`src/rtl/load_align_unit.sv`:
```
// Load alignment unit: fetches one or two memory words for a byte/half/word load,
// then shifts and sign/zero-extends the result. Misaligned split support: `LOAD_ALIGN_MISALIGN_EN.
//
// state | meaning
// IDLE  | ready for a request
// REQ0  | first word read request outstanding
// WAIT0 | waiting for first word
// REQ1  | second word read request outstanding (split loads only)
// WAIT1 | waiting for second word
// RESP  | result held until consumer takes it
module load_align_unit #(
  parameter int ADDR_W = 32,
  parameter int DATA_W = 32
) (
  input  logic              clk,
  input  logic              rst_n,
  input  logic              req_valid,
  output logic              req_ready,
  input  logic [ADDR_W-1:0] req_addr,
  input  logic [2:0]        req_func3,
  output logic              mem_req_valid,
  input  logic              mem_req_ready,
  output logic [ADDR_W-1:0] mem_req_addr,
  input  logic              mem_rsp_valid,
  input  logic [DATA_W-1:0] mem_rsp_data,
  output logic              rsp_valid,
  input  logic              rsp_ready,
  output logic [DATA_W-1:0] rsp_data,
  output logic              rsp_fault
);

  typedef enum logic [2:0] {
    IDLE  = 3'd0,
    REQ0  = 3'd1,
    WAIT0 = 3'd2,
    REQ1  = 3'd3,
    WAIT1 = 3'd4,
    RESP  = 3'd5
  } state_t;

  state_t              state_q;
  logic                req_ready_q;
  logic                mem_req_valid_q;
  logic [ADDR_W-1:0]   mem_req_addr_q;
  logic                rsp_valid_q;
  logic                rsp_fault_q;
  logic [2:0]          func3_q;
  logic [1:0]          off_q;
  logic [DATA_W-1:0]   beat0_q;
  logic [DATA_W-1:0]   beat1_q;

  logic                req_legal;
  logic                req_misaligned;
  logic                req_fault;
  logic                spans_two;

  function automatic logic [DATA_W-1:0] merge_beats(
    input logic [DATA_W-1:0] b1,
    input logic [DATA_W-1:0] b0,
    input logic [1:0]        off,
    input logic [2:0]        f3
  );
    logic [2*DATA_W-1:0] pair;
    logic [DATA_W-1:0]   lane;
    logic [DATA_W-1:0]   res;
    pair = {b1, b0};
    lane = DATA_W'(pair >> {off, 3'b000});
    case (f3[1:0])
      2'b00:   res = f3[2] ? {{(DATA_W-8){1'b0}}, lane[7:0]}
                           : {{(DATA_W-8){lane[7]}}, lane[7:0]};
      2'b01:   res = f3[2] ? {{(DATA_W-16){1'b0}}, lane[15:0]}
                           : {{(DATA_W-16){lane[15]}}, lane[15:0]};
      default: res = lane;
    endcase
    return res;
  endfunction

  always_comb begin
    req_legal = 1'b0;
    case (req_func3)
      3'b000, 3'b001, 3'b010, 3'b100, 3'b101: req_legal = 1'b1;
      default:                                req_legal = 1'b0;
    endcase
    req_misaligned = ((req_func3[1:0] == 2'b01) && req_addr[0]) ||
                     ((req_func3[1:0] == 2'b10) && (req_addr[1:0] != 2'b00));
`ifdef LOAD_ALIGN_MISALIGN_EN
    req_fault = !req_legal;
    spans_two = ((func3_q[1:0] == 2'b01) && (off_q == 2'b11)) ||
                ((func3_q[1:0] == 2'b10) && (off_q != 2'b00));
`else
    req_fault = !req_legal || req_misaligned;
    spans_two = 1'b0;
`endif
  end

  always_ff @(posedge clk or negedge rst_n) begin
    if (!rst_n) begin
      state_q         <= IDLE;
      req_ready_q     <= 1'b1;
      mem_req_valid_q <= 1'b0;
      mem_req_addr_q  <= '0;
      rsp_valid_q     <= 1'b0;
      rsp_fault_q     <= 1'b0;
      func3_q         <= 3'b000;
      off_q           <= 2'b00;
      beat0_q         <= '0;
      beat1_q         <= '0;
    end else begin
      case (state_q)
        IDLE: begin
          if (req_valid && req_ready_q) begin
            req_ready_q <= 1'b0;
            func3_q     <= req_func3;
            off_q       <= req_addr[1:0];
            beat0_q     <= '0;
            beat1_q     <= '0;
            if (req_fault) begin
              state_q     <= RESP;
              rsp_valid_q <= 1'b1;
              rsp_fault_q <= 1'b1;
            end else begin
              state_q         <= REQ0;
              mem_req_valid_q <= 1'b1;
              mem_req_addr_q  <= {req_addr[ADDR_W-1:2], 2'b00};
            end
          end
        end
        REQ0: begin
          if (mem_req_ready) begin
            mem_req_valid_q <= 1'b0;
            state_q         <= WAIT0;
          end
        end
        WAIT0: begin
          if (mem_rsp_valid) begin
            beat0_q <= mem_rsp_data;
            if (spans_two) begin
              state_q         <= REQ1;
              mem_req_valid_q <= 1'b1;
              mem_req_addr_q  <= mem_req_addr_q + ADDR_W'(4);
            end else begin
              state_q     <= RESP;
              rsp_valid_q <= 1'b1;
              rsp_fault_q <= 1'b0;
            end
          end
        end
        REQ1: begin
          if (mem_req_ready) begin
            mem_req_valid_q <= 1'b0;
            state_q         <= WAIT1;
          end
        end
        WAIT1: begin
          if (mem_rsp_valid) begin
            beat1_q     <= mem_rsp_data;
            state_q     <= RESP;
            rsp_valid_q <= 1'b1;
            rsp_fault_q <= 1'b0;
          end
        end
        RESP: begin
          // req_ready rises only after this edge, so no back-to-back accept
          if (rsp_ready) begin
            state_q     <= IDLE;
            rsp_valid_q <= 1'b0;
            rsp_fault_q <= 1'b0;
            req_ready_q <= 1'b1;
          end
        end
        default: begin
          state_q         <= IDLE;
          req_ready_q     <= 1'b1;
          mem_req_valid_q <= 1'b0;
          rsp_valid_q     <= 1'b0;
          rsp_fault_q     <= 1'b0;
        end
      endcase
    end
  end

  assign req_ready     = req_ready_q;
  assign mem_req_valid = mem_req_valid_q;
  assign mem_req_addr  = mem_req_addr_q;
  assign rsp_valid     = rsp_valid_q;
  assign rsp_fault     = rsp_fault_q;
  // Result is a pure function of the captured beats; forced to zero unless a good response is held.
  assign rsp_data      = (rsp_valid_q && !rsp_fault_q)
                         ? merge_beats(beat1_q, beat0_q, off_q, func3_q) : '0;

endmodule

```
`config.mk`:
```
export PLATFORM = sky130hd
export DESIGN_NAME = load_align_unit
export DESIGN_NICKNAME = d
export VERILOG_FILES = /design/src/rtl/load_align_unit.sv
export SDC_FILE = /design/constraint.sdc
export NUM_CORES = 1
export LEC_CHECK = 0
export BUFFER_PORTS_ARGS = -buffer_cell sky130_fd_sc_hd__buf_2
export CORE_MARGIN = 2
export CORE_UTILIZATION = 57
export DETAILED_ROUTE_END_ITERATION = 6
export PLACE_DENSITY_LB_ADDON = 0.1
export SLEW_MARGIN = 20
export SYNTH_ARGS = -nofsm -noshare
export SYNTH_HDL_FRONTEND = slang
export SYNTH_SLANG_ARGS = --single-unit
```
`constraint.sdc`:
```
create_clock -name clk -period 3.61 [get_ports clk]
set_clock_uncertainty 0.2 [all_clocks]
set_input_delay 0.1805 -clock clk [delete_from_list [all_inputs] [get_ports clk]]
set_output_delay 0.1805 -clock clk [all_outputs]
set_load 0.03 [all_outputs]
```
## Yosys cells after proc, flatten, opt, wreduce, memory -nomap -nowiden

Cells that the tools add are included.

| operators by class | value |
|---|---|
| eq/ne operators | 22 |
| shifts and indexed selects | 1 |
| mux-type cells | 30 |
| bitwise logic cells | 4 |
| reductions and logical operators | 27 |

Operators with widths:

| operator | count |
|---|---|
| 32-bit one-hot mux with 2 select lines | 3 |
| 32-bit 2-to-1 mux | 5 |
| 64-bit by 5-bit right shift with 32-bit output | 1 |
| 3-bit 2-to-1 mux | 6 |
| 2-bit != test, second input constant | 8 |
| 3-bit one-hot mux with 5 select lines | 1 |
| 3-bit equality test, second input constant | 4 |
| 3-bit AND reduction | 4 |
| 1-bit 2-to-1 mux | 11 |
| 5-bit AND reduction | 2 |
| 3-bit by 2-bit equality test with 1-bit output, second input constant | 3 |
| 1-bit one-hot mux with 4 select lines | 2 |
| 3-bit by 1-bit equality test with 1-bit output, second input constant | 2 |
| 3-bit zero test | 2 |
| 1-bit one-hot mux with 3 select lines | 2 |
| 2-bit nonzero test | 3 |
| 5-bit OR reduction | 1 |
| 2-bit by 1-bit equality test with 1-bit output, second input constant | 2 |
| 1-bit logical AND | 4 |
| 2-bit by 1-bit != test with 1-bit output, second input constant | 2 |
| 1-bit inverter | 4 |
| 4-bit AND reduction | 1 |
| 2-bit OR reduction | 2 |
| 4-bit OR reduction | 1 |
| 6 further kinds | 8 |

| storage, ports and cells | value |
|---|---|
| register bits after elaboration | 106 |
| bits of input ports | 73 |
| output and inout bits | 68 |
| word-level logic and storage cells | 94 |

## Depth between registers and ports, before layout

Gate-level depths: netlist of the first run.

| logic depth | value |
|---|---|
| word-level depth | 8 |
| mapped depth | 7 |

## Least setup slack after synthesis of the first run

OpenSTA, ideal clock, no wires.

| path | value |
|---|---|
| path type | reg-to-output |
| start point | register func3_q[1] |
| end point | output rsp_data[10] |
| arrival time | 1.856 ns |
| required time | 3.229 ns |
| slack | 1.373 ns |
| cell stages (with the launch flop) | 7 |
| path buffers | 3 |
| cells stage by stage | dfrtp_1 > buf_2 > or2_1 > clkbuf_1 > or3_1 > clkbuf_1 > a21oi_1 |

| between the ends | value |
|---|---|
| cells in the longest elaborated chain, start to end | 3 |
| elaborated cells between the ends (all ways) | 4 |

Ends and longest elaborated chain:

| item | RTL line | RTL |
|---|---|---|
| from (decl) | 47 | `logic [2:0] func3_q;` |
| from (signal assigned) | 113 | `func3_q <= req_func3;` |
| 2-bit by 1-bit equality test with 1-bit output or 2-bit zero test (tied branches) | 68 | `case (f3[1:0])` |
| 32-bit one-hot mux with 2 select lines * | 68 |  |
| 32-bit 2-to-1 mux * | 189 | `? merge_beats(beat1_q, beat0_q, off_q, func3_q) : '0;` |
| to (decl) | 28 | `output logic [DATA_W-1:0] rsp_data,` |

Mark *: on every way between the ends. The rest lies on a longest branch, timed or not.

## Worst setup path after layout of the first run

| path | value |
|---|---|
| start point | register off_q[1] |
| end point | output rsp_data[9] |

| between the ends | value |
|---|---|
| cells in the longest elaborated chain, start to end | 4 |
| elaborated cells between the ends (all ways) | 5 |

Ends and longest elaborated chain:

| item | RTL line | RTL |
|---|---|---|
| from (decl) | 48 | `logic [1:0] off_q;` |
| from (signal assigned) | 114 | `off_q <= req_addr[1:0];` |
| 64-bit by 5-bit right shift with 32-bit output * | 67 | `lane = DATA_W'(pair >> {off, 3'b000});` |
| 32-bit 2-to-1 mux, on equally long branches | 71, 69 |  |
| 32-bit one-hot mux with 2 select lines * | 68 |  |
| 32-bit 2-to-1 mux * | 189 |  |

Marks and branches as above.

==> impl_metrics.env, run 1 <==
export IMPL_finalCritPeriodShare=0.808
export IMPL_final_common_cell="nand2_1"
export IMPL_area_delta_synth_final_pct=31.4
export IMPL_cts_root_buf="clkbuf_8"
export IMPL_ant_nets=0
export IMPL_design_area_um2=6750
export IMPL_die_w_um=98.9
export IMPL_setup_worst_path_class="reg2out"
export IMPL_rows=34
export IMPL_status="completed"
export IMPL_htreeDepth=3
export IMPL_busiest_layer="met2"
export IMPL_final_nets=750
export IMPL_clock_sinks=98
export IMPL_path_max_fanout=14
export IMPL_worst_endpoint_required_ns=3.23
export IMPL_cts_resized=0
export IMPL_final_layout_size_suffix_gt1_frac=0.306
export IMPL_met2_usage=0.460
export IMPL_clockBufferDepth=2
export IMPL_chipHeight_um=98.9
export IMPL_hp_class="in2reg"
export IMPL_setup_viol=0
export IMPL_routed_via_density=5.63
export IMPL_tightest_slew_ns=0.764
export IMPL_cts_tree="done"
export IMPL_cts_buffers=9
export IMPL_drc=0
export IMPL_r2r_slack_ns=1.01
export IMPL_wl_um=13500
export IMPL_dr_first_iter_drc_count=356
export IMPL_mostFrequentLayoutCells="140 x nand2_1, 137 x buf_2, 96 x dfrtp_1, 70 x dlygate4sd3_1, 36 x o21ai_1"
export IMPL_avgSynthCellArea_um2=10.5
export IMPL_cts_setup_buffers=0
export IMPL_yosysSeqAreaShare=0.478
export IMPL_ys_ff_latch=98
export IMPL_worstSetupEndpointType="output pin"
export IMPL_rr_worst_depth=4
export IMPL_async_flop_share=1.00
export IMPL_drtPass1Iterations=4
export IMPL_use_met1=0.406
export IMPL_grt_pass1_wl_um=22300
export IMPL_core_area_um2=8720
export IMPL_drv_cap=0
export IMPL_use_met3=0.0426
export IMPL_clk_pin_slew_ns=0.11
export IMPL_yosysTopAreaCell="dfrtp_1"
export IMPL_startpoint_type="flip-flop"
export IMPL_hold_depth=3
export IMPL_place_congestion=0.824
export IMPL_setup_tns_ns=0
export IMPL_synth_distinct_cells=45
export IMPL_drv_slew=0
export IMPL_start_util=0.589
export IMPL_timing_fmax_ghz=0.343
export IMPL_syn_inst=490
export IMPL_grt_max_degree=86
export IMPL_rsz0062_at_grt="no"
export IMPL_antenna_found_initial=0
export IMPL_portBuffers=138
export IMPL_vias=4450
export IMPL_p_leak_nw=3.12
export IMPL_yosys_most_used_dff="dfrtp_1"
export IMPL_yosys_top_cells_area="dfrtp_1 47%, mux4_2 12%, nand2_1 10%"
export IMPL_peakVddDrop_uv=384
export IMPL_relSlewSlack=0.491
export IMPL_hold_viol=0
export IMPL_hpwl_um=8480
export IMPL_place_area_um2=5840
export IMPL_antenna_cells=0
export IMPL_arrival_ns=2.54
export IMPL_clk_latency_ns=0.36
export IMPL_dieArea_um2=9780
export IMPL_synth_edf_count=0
export IMPL_grt_overflow_total=0
export IMPL_yosysWarnings=0
export IMPL_wl_per_cell_um=17.1
export IMPL_synth_top_cell_area_share=0.473
export IMPL_period_needed_ns=2.92
export IMPL_powerDensity_nw_per_um2=785
export IMPL_first_global_vias=4404
export IMPL_netlist_area_um2=5130
export IMPL_grt_use_total=0.285
export IMPL_num_io_pins=141
==> synth_stat cells, types with 2 or more instances <==
cell and instances:
buf_4 8, nor3_1 3, nand2_1 140, nor2b_1 8, dfrtp_1 97, clkbuf_1 18, a21oi_1 27, buf_2 11
buf_6 3, mux2_1 32, mux2i_1 5, nand3_1 4, inv_1 3, o21ai_1 36, mux4_2 28, mux2_2 7
nand2b_1 5, nor2_1 6, o21ai_0 22, a21o_1 2
==> area by class of cell <==
class	count	area, um^2
clock buffer	9	124
clock inverter	7	85.1
fill	574	1970
inverter	3	11.3
multi-input combinational	348	2470
sequential	98	2450
tap	108	135
timing repair buffer	217	1470
==> power breakdown <==
group	internal [W]	switching, W	total, W
Clock	0.000334	0.000422	0.000756
Sequential	0.00151	0.000460	0.00197
Combinational	0.00103	0.00155	0.00257
==> flip-flops by register name (all words and copies together), names as in the netlist <==
| name | cells |
|---|---|
| beat0_q | 32 |
| beat1_q | 24 |
| func3_q | 3 |
| mem_req_addr | 30 |
| mem_req_valid | 1 |
| off_q | 2 |
| req_ready | 1 |
| rsp_fault | 1 |
| rsp_valid | 1 |
| state_q | 3 |
==> per-stage QoR <==
| step | worst slack, ns | utilization | std cells | hold slack (ns) | total power (W) |
|---|---|---|---|---|---|
| after floorplan | 1.37 | - | 491 | -0.315 | 0.00380 |
| after global placement | 1.09 | 0.669 | 704 | 0.192 | 0.00440 |
| after detailed placement | 1.04 | 0.669 | 704 | 0.198 | 0.00448 |
| after CTS | 0.693 | 0.773 | 790 | 0.0193 | 0.00528 |
| after global routing | 0.506 | 0.774 | 790 | 0.0263 | 0.00563 |
| final | 0.693 | 0.774 | 790 | 0.0295 | 0.00530 |
==> kinds of logic (layout without fill, tap and decap cells) <==
family                 after synthesis  after routing  share of synthesized area
buffers and inverters               45            236                     0.0460
other                                1              2                   0.000730
multiplexers                        72             72                      0.218
AND/OR/NAND/NOR                    176            176                      0.149
flip-flops                          98             98                      0.478
AO/OA/AOI/OAI                       98             98                      0.108
==> worst paths after layout <==
kind | startpoint | endpoint
setup / recovery | off_q[1] | rsp_data[9]
hold / removal | rsp_ready | req_ready
setup reg to reg | state_q[0] | mem_req_addr[27]
hold reg to reg | beat0_q[1] | beat0_q[1]
max in group asynchronous | rst_n | beat1_q[19]
min in group asynchronous | rst_n | mem_req_addr[28]
==> worst max-delay path, stage by stage (launching register included) <==
cell	delay [ns]
dfrtp_1	0.75
mux2_1	0.29
mux2i_1	0.11
or3_1	0.53
a21oi_1	0.24
buf_2	0.25
==> per-layer routing <==
layer	share of wire	wire, um	vias to the layer above
met5	0	0	-
met4	0.017	229	0
met3	0.068	913	22
met2	0.48	6500	204
met1	0.43	5830	2144
li1	-	-	2080
==> repair_timing <==
item | CTS | global route
setup endpoints to repair | 0 | 0
hold endpoints to repair | 176 | 0
hold buffers | 70 | 0
Power figures use the tool's default switching activity.
==> inputs of run 2 (changes only) <==
--- a/config.mk
+++ b/config.mk
@@ -5,9 +5,10 @@
 export SDC_FILE = /design/constraint.sdc
 export NUM_CORES = 1
 export LEC_CHECK = 0
+export ABC_AREA = 1
 export BUFFER_PORTS_ARGS = -buffer_cell sky130_fd_sc_hd__buf_2
 export CORE_MARGIN = 2
-export CORE_UTILIZATION = 57
+export CORE_UTILIZATION = 54
 export DETAILED_ROUTE_END_ITERATION = 6
 export PLACE_DENSITY_LB_ADDON = 0.1
 export SLEW_MARGIN = 20
==> constraint.sdc (replaced) <==
create_clock -name clk -period 2.9 [get_ports clk]
set_clock_uncertainty 0.2 [all_clocks]
set_input_delay 0.145 -clock clk [delete_from_list [all_inputs] [get_ports clk]]
set_output_delay 0.145 -clock clk [all_outputs]
set_load 0.03 [all_outputs]
==> run 2 against run 1 <==
  * Hold slack better by 0.033 ns
  * Critical path type unchanged
  * Sequential share of layout area is 1.9 points lower
  * Sequential cell count stayed put
  * Critical endpoint is now rsp_data[14]
  * Routed wire length is 18% higher
==> impl_metrics.env, run 2 <==
export IMPL_final_common_cell="nand2_1"
export IMPL_routed_via_density=5.20
export IMPL_num_io_pins=141
export IMPL_grt_use_total=0.297
export IMPL_cts_buffers=9
export IMPL_final_nets=1011
export IMPL_cts_tree="done"
export IMPL_multi_input_area_um2=2350
export IMPL_drv_cap=0
export IMPL_r2r_start="state_q[2]"
export IMPL_mostFrequentLayoutCells="212 x nand2_1, 137 x buf_2, 123 x nand3_1, 122 x inv_1, 97 x dfrtp_1"
export IMPL_async_flop_share=1.00
export IMPL_finalCritPeriodShare=0.920
export IMPL_yosysWarnings=0
export IMPL_finalNonFillerCells=1079
export IMPL_antenna_found_initial=0
export IMPL_antenna_cells=0
export IMPL_synth_adder_area_share=0
export IMPL_r2r_slack_ns=0.73
export IMPL_arrival_ns=2.32
export IMPL_rsz0062_at_grt="no"
export IMPL_clock_sinks=98
export IMPL_grt_max_degree=63
export IMPL_synth_top_family_by_area="simple AND/OR/NAND/NOR gates"
export IMPL_synth_xor_area_frac=0
export IMPL_hpwl_um=10400
export IMPL_dp_cells=995
export IMPL_relSlewSlack=0.444
export IMPL_place_ws_ns=0.673
export IMPL_reg2reg_to="beat0_q[7]"
export IMPL_design_area_um2=7120
export IMPL_start_util=0.547
export IMPL_dieArea_um2=11200
export IMPL_synth_top_cell_area_share=0.435
export IMPL_wl_per_cell_um=14.8
export IMPL_ys_ff_latch=98
export IMPL_final_setup_worst_slack_ns=0.233
export IMPL_setup_tns_ns=0
export IMPL_clockBufferDepth=2
export IMPL_chipHeight_um=106
export IMPL_largest_reg_flops=32
export IMPL_hp_class="in2reg"
export IMPL_startpoint_type="flip-flop"
export IMPL_htreeDepth=3
export IMPL_yosysTopAreaCell="dfrtp_1"
export IMPL_powerDensity_nw_per_um2=1020
export IMPL_area_delta_synth_final_pct=27.8
export IMPL_clk_latency_ns=0.37
export IMPL_drtPass1Iterations=5
export IMPL_yosys_most_used_dff="dfrtp_1"
export IMPL_worstSetupEndpointType="output pin"
export IMPL_min_to="mem_req_valid"
export IMPL_status="completed"
export IMPL_syn_inst=762
export IMPL_p_leak_nw=3.98
export IMPL_cts_setup_buffers=0
export IMPL_nFillCells=819
export IMPL_path_max_fanout=24
export IMPL_rows=37
export IMPL_clk_pin_slew_ns=0.10
export IMPL_period_needed_ns=2.67
export IMPL_timing_fmax_ghz=0.375
export IMPL_hold_depth=6
export IMPL_tightest_slew_ns=0.831
export IMPL_wl_um=16000
export IMPL_netlist_area_um2=5580
export IMPL_synth_edf_count=0
export IMPL_synth_distinct_cells=32
export IMPL_setup_viol=0
export IMPL_grt_pass1_wl_um=26300
export IMPL_drv_slew=0
export IMPL_die_w_um=106
export IMPL_synth_compound_area_frac=0.129
export IMPL_yosysMostFrequentCell="nand2_1"
export IMPL_first_global_vias=5275
export IMPL_yosysSeqAreaShare=0.440
export IMPL_ant_nets=0
export IMPL_place_area_um2=6220
export IMPL_regArea_um2=2450
export IMPL_portBuffers=138
export IMPL_regMostFlops="beat0_q"
export IMPL_rr_worst_depth=6
export IMPL_peakVddDrop_uv=759
export IMPL_hold_viol=0
export IMPL_core_area_um2=10200
export IMPL_worstHoldStart="mem_req_ready"
export IMPL_place_congestion=0.888
export IMPL_yosys_top_cells_area="dfrtp_1 44%, nand2_1 14%, nand3_1 11%"
export IMPL_synth_simple_area_share=0.291
export IMPL_cts_root_buf="clkbuf_8"
export IMPL_grt_overflow_total=0
export IMPL_synth_mux_area_frac=0
export IMPL_final_layout_size_suffix_gt1_frac=0.199
export IMPL_synthTopCellsByCount="212 x nand2_1, 123 x nand3_1, 122 x inv_1"
export IMPL_vias=5613
export IMPL_avgSynthCellArea_um2=7.32
export IMPL_worst_endpoint_required_ns=2.56
export IMPL_drc=0
export IMPL_dr_first_iter_drc_count=470
export IMPL_setup_worst_path_class="reg2out"
[run 2: cell count changes after synthesis, sizes merged, moves of 8 or more]
cell,delta
nor2b,-8
mux2,-39
nand2,+72
o211ai,+13
mux4,-28
inv,+122
a21oi,-8
o21ai,+32
nand3,+123
buf,+10
nor2,+12
[run 2: cell type report]
class	count	share of cell area
Clock buffer	9	0.0174
Clock inverter	7	0.0139
Inverter	125	0.0659
Multi-Input combinational cell	490	0.330
Sequential cell	98	0.344
Tap cell	136	0.0239
Timing Repair Buffer	214	0.205
[run 2: worst max-delay path by stage]
stage | to | depth (start not counted) | startpoint | slack [ns]
3_5_place_dp | rsp_data[26] | 7 | func3_q[1] | 0.67
3_3_place_gp | rsp_data[14] | 5 | func3_q[1] | 0.77
2_1_floorplan | rsp_data[10] | 7 | func3_q[1] | 0.87
6_report | rsp_data[14] | 5 | func3_q[1] | 0.23
5_1_grt | rsp_data[26] | 7 | func3_q[1] | 0.08
4_1_cts | rsp_data[26] | 7 | func3_q[1] | 0.25
[run 2: critical path, cell delays in order (launching register included)]
cell and delay [ns]:
dfrtp_1 0.58, or2_1 0.46, nor2_4 0.16, nand3_4 0.24
a21oi_1 0.27, buf_2 0.23
[run 2: per-layer routing]
metal | wire length [um] | track usage | part of all wire | up-vias
met3 | 1200 | 0.0662 | 0.075 | 25
li1 | - | - | - | 2756
met4 | 291 | 0.0846 | 0.018 | 0
met2 | 7430 | 0.474 | 0.47 | 232
met1 | 7030 | 0.410 | 0.44 | 2600
met5 | 0 | 0 | 0 | -
[run 2: cells by family (layout without fill, tap and decap cells)]
group,Yosys count,count (layout)
AND/OR/NAND/NOR,363,363
buffers and inverters,175,355
AO/OA/AOI/OAI,125,125
other,1,2
flip-flops,98,98
[run 2: where the power goes]
group | internal, W | switching, W
Combinational | 0.00120 | 0.00287
Sequential | 0.00188 | 0.000305
Clock | 0.000492 | 0.000513
Total | 0.00356 | 0.00369
[run 2: timing repair]
| action | 4_1_cts | 5_1_grt |
|---|---|---|
| hold buffers | 68 | 0 |
| gates resized for setup | 0 | 0 |
| hold endpoints to repair | 129 | 0 |
[run 2: metrics by stage]
stage / hold WS [ns] / util / total power (W)
finish: 0.0624 / 0.700 / 0.00725
detailed placement: -0.0350 / 0.611 / 0.00611
floorplan: -0.351 / - / 0.00518
global placement: -0.0401 / 0.611 / 0.00604
global route: 0.0926 / 0.700 / 0.00781
CTS: 0.0328 / 0.700 / 0.00719
==> inputs of run 3 (changes only) <==
--- a/config.mk
+++ b/config.mk
@@ -5,10 +5,9 @@
 export SDC_FILE = /design/constraint.sdc
 export NUM_CORES = 1
 export LEC_CHECK = 0
-export ABC_AREA = 1
 export BUFFER_PORTS_ARGS = -buffer_cell sky130_fd_sc_hd__buf_2
 export CORE_MARGIN = 2
-export CORE_UTILIZATION = 54
+export CORE_UTILIZATION = 53
 export DETAILED_ROUTE_END_ITERATION = 6
 export PLACE_DENSITY_LB_ADDON = 0.1
 export SLEW_MARGIN = 20
==> run 3 against run 2 <==
  * Clock power barely moved
  * Highest routed layer unchanged
  * Register-to-register slack got worse by 0.40 ns
  * Critical endpoint is now rsp_data[30]
  * Critical path type unchanged
  * Cell count fell by 24%
==> impl_metrics.env, run 3 (synthesis results as in run 1) <==
export IMPL_portBuffers=138
export IMPL_grt_pass1_wl_um=22000
export IMPL_p_leak_nw=3.15
export IMPL_relSlewSlack=0.499
export IMPL_final_layout_size_suffix_gt1_frac=0.310
export IMPL_nFillCells=685
export IMPL_top_layer="met4"
export IMPL_htreeDepth=3
export IMPL_area_delta_synth_final_pct=33.0
export IMPL_hold_depth=3
export IMPL_timing_fmax_ghz=0.376
export IMPL_finalCritPeriodShare=0.918
export IMPL_worstSetupEndpointType="output pin"
export IMPL_place_area_um2=5900
export IMPL_dieArea_um2=10500
export IMPL_cts_buffers=9
export IMPL_die_w_um=102
export IMPL_startpoint="off_q[1]"
export IMPL_cts_resized=0
export IMPL_final_nets=754
export IMPL_r2r_slack_ns=0.33
export IMPL_powerDensity_nw_per_um2=977
export IMPL_wl_per_cell_um=16.3
export IMPL_drtPass1Iterations=4
export IMPL_grt_use_total=0.271
export IMPL_clockBufferDepth=2
export IMPL_drv_cap=0
export IMPL_vias=4396
export IMPL_setup_tns_ns=0
export IMPL_design_area_um2=6830
export IMPL_regMostFlops="beat0_q"
export IMPL_antenna_cells=0
export IMPL_setup_viol=0
export IMPL_rr_worst_depth=4
export IMPL_first_global_vias=4470
export IMPL_wl_met2_um=6430
export IMPL_ant_nets=0
export IMPL_wl_met1_um=5970
export IMPL_status="completed"
export IMPL_rows=35
export IMPL_clk_latency_ns=0.36
export IMPL_hpwl_um=8690
export IMPL_period_needed_ns=2.66
export IMPL_wl_met3_um=586
export IMPL_power_w=0.00667
export IMPL_dr_first_iter_drc_count=184
export IMPL_startpoint_type="flip-flop"
export IMPL_start_util=0.551
export IMPL_peakVddDrop_uv=609
export IMPL_hp_class="in2reg"
export IMPL_cts_tree="done"
export IMPL_clk_pin_slew_ns=0.09
export IMPL_fin_util=0.732
export IMPL_clock_sinks=98
export IMPL_tightest_slew_ns=0.751
export IMPL_drv_slew=0
export IMPL_routed_via_density=5.39
export IMPL_place_congestion=0.854
export IMPL_chipHeight_um=102
export IMPL_num_io_pins=141
export IMPL_path_max_fanout=18
export IMPL_antenna_found_initial=0
export IMPL_worst_endpoint_required_ns=2.56
export IMPL_hold_viol=0
export IMPL_arrival_ns=2.32
export IMPL_largest_reg_flops=32
export IMPL_mostFrequentLayoutCells="140 x nand2_1, 137 x buf_2, 96 x dfrtp_1, 70 x dlygate4sd3_1, 36 x o21ai_1"
export IMPL_grt_max_degree=65
export IMPL_drc=0
export IMPL_r2r_start="state_q[2]"
export IMPL_wl_um=13300
export IMPL_setup_worst_path_class="reg2out"
export IMPL_cts_root_buf="clkbuf_8"
export IMPL_core_area_um2=9330
export IMPL_final_common_cell="nand2_1"
export IMPL_rsz0062_at_grt="no"
export IMPL_grt_overflow_total=0
export IMPL_worstHoldStart="rsp_ready"
==> run 3: final cells by class <==
| cell class | count | area (um^2) | share of cell area |
|---|---|---|---|
| Clock inverter | 7 | 98.8 | 0.0145 |
| Sequential cell | 98 | 2450 | 0.360 |
| Tap cell | 129 | 161 | 0.0236 |
| Clock buffer | 9 | 124 | 0.0181 |
| Timing Repair Buffer | 221 | 1500 | 0.220 |
| Multi-Input combinational cell | 348 | 2470 | 0.362 |
| Inverter | 3 | 11.3 | 0.00165 |
==> run 3: power by group <==
part	internal, W	switching [W]
Sequential	0.00188	0.000442
Clock	0.000494	0.000506
Combinational	0.00131	0.00204
Total	0.00369	0.00298
==> run 3: routing by layer <==
layer / track usage / vias up
met3: 0.0335 / 30
li1: - / 2081
met5: 0 / -
met2: 0.456 / 142
met4: 0.0995 / 0
met1: 0.365 / 2143
==> run 3: final timing paths <==
check / to
setup / recovery: rsp_data[30]
hold / removal: req_ready
setup reg to reg: mem_req_addr[18]
min in group asynchronous: mem_req_addr[4]
hold reg to reg: mem_req_addr[28]
max in group asynchronous: beat0_q[11]
==> run 3: repair_timing <==
action / 4_1_cts / 5_1_grt
setup buffers: 0 / 0
hold buffers: 70 / 0
endpoints found under the setup margin: 0 / 0
endpoints found under the hold margin: 150 / 0
==> run 3: critical path: stages, from the launching register on <==
cell       delay (ns)
dfrtp_1          0.46
buf_4            0.31
mux2i_1          0.36
nand3_1          0.14
nand4bb_1        0.12
buf_4            0.23
a21oi_1          0.12
buf_2            0.20
==> run 3: per-stage QoR <==
stage	std cells	hold WS (ns)	setup WS [ns]
CTS	815	0.00189	0.254
global placement	729	0.0540	0.395
finish	815	0.0150	0.237
floorplan	491	-0.351	0.699
global route	815	0.0309	0.108
detailed placement	729	0.0722	0.295
